## config.mk

```make
export PLATFORM = sky130hd
export DESIGN_NAME = blake2_cmd_tx
export DESIGN_NICKNAME = d
export VERILOG_FILES = /design/src/rtl/blake2_cmd_tx.sv
export SDC_FILE = /design/constraint.sdc
export NUM_CORES = 1
export LEC_CHECK = 0
export ABC_AREA = 0
export CAP_MARGIN = 10
export CORE_ASPECT_RATIO = 1.4
export CORE_MARGIN = 8
export CORE_UTILIZATION = 45
export CTS_BUF_LIST = sky130_fd_sc_hd__clkbuf_2 sky130_fd_sc_hd__clkbuf_4 sky130_fd_sc_hd__clkbuf_8
export CTS_CLUSTER_DIAMETER = 100
export DETAILED_ROUTE_END_ITERATION = 10
export GPL_TIMING_DRIVEN = 0
export PLACE_DENSITY_LB_ADDON = 0.08
export SLEW_MARGIN = 5
export SYNTH_ARGS = -nofsm -noshare
export SYNTH_HDL_FRONTEND = slang
export SYNTH_SLANG_ARGS = --single-unit
```

## constraint.sdc

```tcl
create_clock -name clk -period 4.3 [get_ports clk]
set_input_delay 1.29 -clock clk [delete_from_list [all_inputs] [get_ports clk]]
set_output_delay 1.29 -clock clk [all_outputs]
set_load 0.01 [all_outputs]
```

## src/rtl/blake2_cmd_tx.sv

```systemverilog
// Purpose: host-side transmitter turning one BLAKE2 job (kk, nn, ll + key/message source) into the core's command stream.
// Latency: first CONF byte appears two cycles after an accepted start_i; every output is registered.
// Backpressure: ready_i gates the start of each 64-byte block; an empty source stalls the current slot.
module blake2_cmd_tx #(
  parameter int BLOCK_W = 6
) (
  input  logic        clk,
  input  logic        nreset,
  input  logic        start_i,
  input  logic [5:0]  kk_i,
  input  logic [5:0]  nn_i,
  input  logic [63:0] ll_i,
  output logic        busy_o,
  output logic        done_o,
  input  logic        src_valid_i,
  input  logic [7:0]  src_data_i,
  output logic        src_ready_o,
  input  logic        ready_i,
  output logic        valid_o,
  output logic [1:0]  cmd_o,
  output logic [7:0]  data_o
);

  localparam int NSLOT = 1 << BLOCK_W;

  localparam logic [1:0] CMD_CONF  = 2'd0;
  localparam logic [1:0] CMD_START = 2'd1;
  localparam logic [1:0] CMD_DATA  = 2'd2;
  localparam logic [1:0] CMD_LAST  = 2'd3;

  typedef enum logic [2:0] {
    S_IDLE,
    S_CONF,
    S_WAIT_RDY,
    S_BLOCK,
    S_DONE
  } state_t;

  state_t               state_q, state_d;
  logic [79:0]          conf_sh_q, conf_sh_d;   // CONF bytes, shifted out LSB first
  logic [3:0]           conf_cnt_q, conf_cnt_d;
  logic [BLOCK_W-1:0]   idx_q, idx_d;
  logic [5:0]           key_rem_q, key_rem_d;
  logic [63:0]          msg_rem_q, msg_rem_d;
  logic                 key_blk_q, key_blk_d;
  logic                 first_q, first_d;
  logic                 last_q, last_d;
  logic                 ll_zero_q, ll_zero_d;
  logic                 valid_q, valid_d;
  logic [1:0]           cmd_q, cmd_d;
  logic [7:0]           data_q, data_d;
  logic                 src_rdy_q, src_rdy_d;
  logic                 busy_q, busy_d;
  logic                 done_q, done_d;
  logic                 need;
  logic                 need_d;

  // Next-state logic: job sequencing, slot fill/pad decisions and the registered output values
  always_comb begin
    state_d    = state_q;
    conf_sh_d  = conf_sh_q;
    conf_cnt_d = conf_cnt_q;
    idx_d      = idx_q;
    key_rem_d  = key_rem_q;
    msg_rem_d  = msg_rem_q;
    key_blk_d  = key_blk_q;
    first_d    = first_q;
    last_d     = last_q;
    ll_zero_d  = ll_zero_q;
    valid_d    = 1'b0;
    cmd_d      = cmd_q;
    data_d     = data_q;
    done_d     = 1'b0;
    need       = key_blk_q ? (key_rem_q != 6'd0) : (msg_rem_q != 64'd0);

    case (state_q)
      S_IDLE: begin
        if (start_i) begin
          conf_sh_d  = {ll_i, 2'b00, nn_i, 2'b00, kk_i};
          conf_cnt_d = 4'd0;
          key_rem_d  = kk_i;
          msg_rem_d  = ll_i;
          key_blk_d  = (kk_i != 6'd0);
          first_d    = 1'b1;
          ll_zero_d  = (ll_i == 64'd0);
          state_d    = S_CONF;
        end
      end
      S_CONF: begin
        valid_d    = 1'b1;
        cmd_d      = CMD_CONF;
        data_d     = conf_sh_q[7:0];
        conf_sh_d  = conf_sh_q >> 8;
        conf_cnt_d = conf_cnt_q + 4'd1;
        if (conf_cnt_q == 4'd9) state_d = S_WAIT_RDY;
      end
      S_WAIT_RDY: begin
        if (ready_i) begin
          idx_d   = '0;
          // The whole block decides "last" up front: the remaining message bytes either
          // fit in this block or they do not, and that cannot change within the block.
          last_d  = key_blk_q ? ll_zero_q : (msg_rem_q <= 64'(NSLOT));
          state_d = S_BLOCK;
        end
      end
      S_BLOCK: begin
        if (!need || src_valid_i) begin
          valid_d = 1'b1;
          data_d  = need ? src_data_i : 8'h00;
          if (idx_q == '0 && first_q) cmd_d = CMD_START;
          else if (last_q)            cmd_d = CMD_LAST;
          else                        cmd_d = CMD_DATA;
          if (need) begin
            if (key_blk_q) key_rem_d = key_rem_q - 6'd1;
            else           msg_rem_d = msg_rem_q - 64'd1;
          end
          if (idx_q == BLOCK_W'(NSLOT - 1)) begin
            first_d = 1'b0;
            if (last_q) begin
              state_d = S_DONE;
            end else begin
              key_blk_d = 1'b0;
              state_d   = S_WAIT_RDY;
            end
          end else begin
            idx_d = idx_q + 1'b1;
          end
        end
      end
      S_DONE: begin
        done_d  = 1'b1;
        state_d = S_IDLE;
      end
      default: state_d = S_IDLE;
    endcase

    busy_d    = (state_d != S_IDLE);
    need_d    = key_blk_d ? (key_rem_d != 6'd0) : (msg_rem_d != 64'd0);
    src_rdy_d = (state_d == S_BLOCK) && need_d;
  end

  // State and output registers; reset aborts any job and silences the command bus at once
  always_ff @(posedge clk or negedge nreset) begin
    if (!nreset) begin
      state_q    <= S_IDLE;
      conf_sh_q  <= '0;
      conf_cnt_q <= '0;
      idx_q      <= '0;
      key_rem_q  <= '0;
      msg_rem_q  <= '0;
      key_blk_q  <= 1'b0;
      first_q    <= 1'b0;
      last_q     <= 1'b0;
      ll_zero_q  <= 1'b0;
      valid_q    <= 1'b0;
      cmd_q      <= '0;
      data_q     <= '0;
      src_rdy_q  <= 1'b0;
      busy_q     <= 1'b0;
      done_q     <= 1'b0;
    end else begin
      state_q    <= state_d;
      conf_sh_q  <= conf_sh_d;
      conf_cnt_q <= conf_cnt_d;
      idx_q      <= idx_d;
      key_rem_q  <= key_rem_d;
      msg_rem_q  <= msg_rem_d;
      key_blk_q  <= key_blk_d;
      first_q    <= first_d;
      last_q     <= last_d;
      ll_zero_q  <= ll_zero_d;
      valid_q    <= valid_d;
      cmd_q      <= cmd_d;
      data_q     <= data_d;
      src_rdy_q  <= src_rdy_d;
      busy_q     <= busy_d;
      done_q     <= done_d;
    end
  end

  assign busy_o      = busy_q;
  assign done_o      = done_q;
  assign src_ready_o = src_rdy_q;
  assign valid_o     = valid_q;
  assign cmd_o       = cmd_q;
  assign data_o      = data_q;

endmodule

```

==> results.json <==
{
  "async_flop_share_pct": 100.0,
  "rsz0062_at_grt": "true",
  "maxCapViolCount": 0,
  "yosys.area.top_type": "dfrtp_1",
  "synth_seq_cells": 181,
  "synth_commonest_cells": "252 x nand2_1, 181 x dfrtp_1, 70 x nand3_1",
  "slew_headroom_pct": 44.48,
  "first_pass_iters": 7,
  "drive_above_1_share_pct": 11.39,
  "clockBufferDepth": 2,
  "synth_ff_type": "dfrtp_1",
  "htree_levels": 4,
  "ant_nets": 0,
  "rows": 63,
  "syn_inst": 1111,
  "grt_max_degree": 108,
  "hold_class": "register to register",
  "path_cells": "or4_4, nor4_4, nand4_1, buf_4, clkbuf_2, o2111ai_2, nor3_1, nor3b_1, a221o_1, or4_1, o41ai_4, a31oi_1",
  "die_w_um": 139.7,
  "yosysTopAreaCellShare_pct": 46.96,
  "path_clk_slew_ns": 0.10,
  "end_kind": "register",
  "cp_top_family": "simple AND/OR/NAND/NOR gates",
  "power_density_mw_per_mm2": 706.8,
  "cts_sinks": 181,
  "min_period_over_period_pct": 99.92,
  "critPathMaxFanout": 10,
  "synth-seq-area-share_pct": 46.96,
  "pre_cts_ws_ns": -2.360,
  "synth-edff-count": 0,
  "hold_viol_final": 0,
  "crit_slowest_cell": "or4_4",
  "antenna_found_initial": 2,
  "avgSynthCellArea_um2": 8.682,
  "leakagePower_uw": 0.005018,
  "coreArea_mm2": 0.02113,
  "wl_per_cell_um": 27.91,
  "clock_latency_ns": 0.51,
  "ys_top_cells_by_area": "dfrtp_1 47%, nand2_1 9.8%, nand3_1 3.6%, nor4_1 3.4%, o21ai_0 2.7%",
  "ys_types": 67,
  "via_per_inst": 6.576,
  "syn_nets": 1207,
  "setup_viol": 0,
  "required_ns": 4.66,
  "setup_ws_ns": 0.003496,
  "critPathMaxStageDelay_ns": 0.59,
  "cts_buffers": 17,
  "cts_tree": "yes",
  "gr-usage-all-layers_pct": 32.36,
  "die_area_mm2": 0.02644,
  "crit_buf_inv": 2,
  "slew_viol_final": 0,
  "start_util_pct": 45.66,
  "clock.fmax_ghz": 0.2327,
  "syn_to_final_growth_pct": 23.73,
  "finalPower_uw": 8435,
  "crit_path_start_kind": "register",
  "critical_path_class": "register to register",
  "ys_warn_count": 0,
  "fin_worst_skew_ns": 0.01738,
  "syn_area_mm2": 0.009646,
  "dp_hpwl_um": 31850,
  "io_buffers": 102,
  "drtIter0Drc": 1149,
  "nets": 1347,
  "drc": 0,
  "route.vias.total": 10020,
  "ios": 103,
  "first_global_vias": 9954,
  "die_h_um": 189.2,
  "tightest_slew_ns": 0.8265,
  "grt_overflow": 0,
  "gp_congestion": 1.042,
  "min_period_ns": 4.297,
  "synth_most_common_cell": "nand2_1",
  "drt-total-wl_um": 42540,
  "crit_arrival_ns": 4.65,
  "status": "completed",
  "ir_drop_mv": 0.3143,
  "grt_first_pass_wirelength_um": 63200,
  "diodes": 0,
  "root_buffer": "clkbuf_8"
}
-- tightest hold or removal path: stages, from the launching register on --
cell and delay, ns:
dfrtp_1 0.35, nand2_1 0.05, o31ai_1 0.05
-- registers in the layout, indices dropped and copies added, names as in the netlist, 2 cells and up --
signal,flops
conf_sh_q,80
cmd_o,2
idx_q,6
msg_rem_q,64
conf_cnt_q,4
key_rem_q,6
state_q,3
data_o,8
-- layer usage --
layer,vias up,GRT usage [%],wire (um)
li1,4413,-,-
met4,0,22.41,3160
met3,149,7.006,3646
met1,4853,37.63,15640
met5,-,0,0
met2,607,52.61,20090
-- through the flow --
| step | TNS (ns) | instances | hold WS (ns) | cell area, um2 | utilization (%) |
|---|---|---|---|---|---|
| final | 0 | 1524 | 0.4865 | 11930 | 56.49 |
| after global routing | -0.06368 | 1524 | 0.5120 | 11930 | 56.49 |
| after CTS | 0 | 1515 | 0.4890 | 11740 | 55.59 |
| after detailed placement | -175.99 | 1474 | 0.4631 | 11030 | 52.22 |
| after global placement | -1306.33 | 1473 | 0.4596 | 10990 | 52.03 |
| after floorplan | 0 | 1111 | 0.4458 | 9646 | - |
-- layout by cell type, fill, tap and decap left out, types with 9 or more instances in the layout --
| master | Yosys | final |
|---|---|---|
| clkbuf_1 | 56 | 34 |
| clkbuf_4 | 0 | 9 |
| clkdlybuf4s50_1 | 0 | 100 |
| o21ai_0 | 52 | 51 |
| a22oi_1 | 22 | 22 |
| a221o_1 | 16 | 16 |
| buf_4 | 0 | 24 |
| nand2b_1 | 13 | 12 |
| clkbuf_8 | 0 | 17 |
| o311ai_0 | 17 | 12 |
| a21o_1 | 10 | 9 |
| nor3b_1 | 9 | 9 |
| a21oi_1 | 35 | 34 |
| a22o_1 | 9 | 9 |
| nor4_1 | 52 | 39 |
| nand2_1 | 252 | 250 |
| inv_1 | 12 | 12 |
| nor3_1 | 30 | 26 |
| or3_1 | 14 | 14 |
| and2_1 | 10 | 10 |
| or4_1 | 13 | 11 |
| o211ai_1 | 22 | 22 |
| nand4_1 | 20 | 20 |
| clkbuf_2 | 0 | 10 |
| nand3_1 | 70 | 68 |
| dfrtp_1 | 181 | 180 |
| a31oi_1 | 16 | 15 |
| nor2_1 | 62 | 60 |
-- report_power, final --
part / total [uW] / switching, uW / internal (uW)
logic: 4220 / 2730 / 1490
clock network: 1190 / 751 / 438
registers: 3020 / 609 / 2410
total: 8430 / 4090 / 4340
-- layout make-up --
| class | count | area (um2) |
|---|---|---|
| buffer | 61 | 295.3 |
| clock buffer | 17 | 234.0 |
| clock inverter | 15 | 160.2 |
| fill | 1993 | 9191 |
| inverter | 12 | 45.04 |
| multi-input combinational | 853 | 5126 |
| sequential | 181 | 4531 |
| tap | 260 | 325.3 |
| timing repair buffer | 125 | 1217 |
-- kinds of logic after synthesis --
| group | after synthesis | share of synthesized area (%) |
|---|---|---|
| simple gates | 591 | 30.26 |
| compound gates | 247 | 18.04 |
| flops | 181 | 46.96 |
| buf+inv | 77 | 3.087 |
| xor+xnor | 7 | 0.6356 |
| fa+ha+maj | 7 | 0.9080 |
| mux | 1 | 0.1038 |
-- repair_timing --
item,in CTS,in global routing
gates resized for setup,71,33
endpoints found under the setup margin,133,21
setup buffers,13,9
pin swaps,14,9
hold buffers,0,0
-- path summary, 6_finish.rpt --
| path | depth (start not counted) | end | startpoint | slack, ns |
|---|---|---|---|---|
| worst max register to register | 12 | src_ready_o | msg_rem_q[54] | 0.003 |
| worst min register to register | 2 | cmd_o[1] | cmd_o[1] | 0.49 |
| max in group asynchronous | 2 | msg_rem_q[43] | nreset | 2.59 |
| worst max-delay path | 12 | src_ready_o | msg_rem_q[54] | 0.003 |
| min in group asynchronous | 1 | conf_sh_q[13] | nreset | 0.73 |
| worst min-delay path | 2 | cmd_o[1] | cmd_o[1] | 0.49 |
No activity file was read; power rests on OpenSTA's default activity.
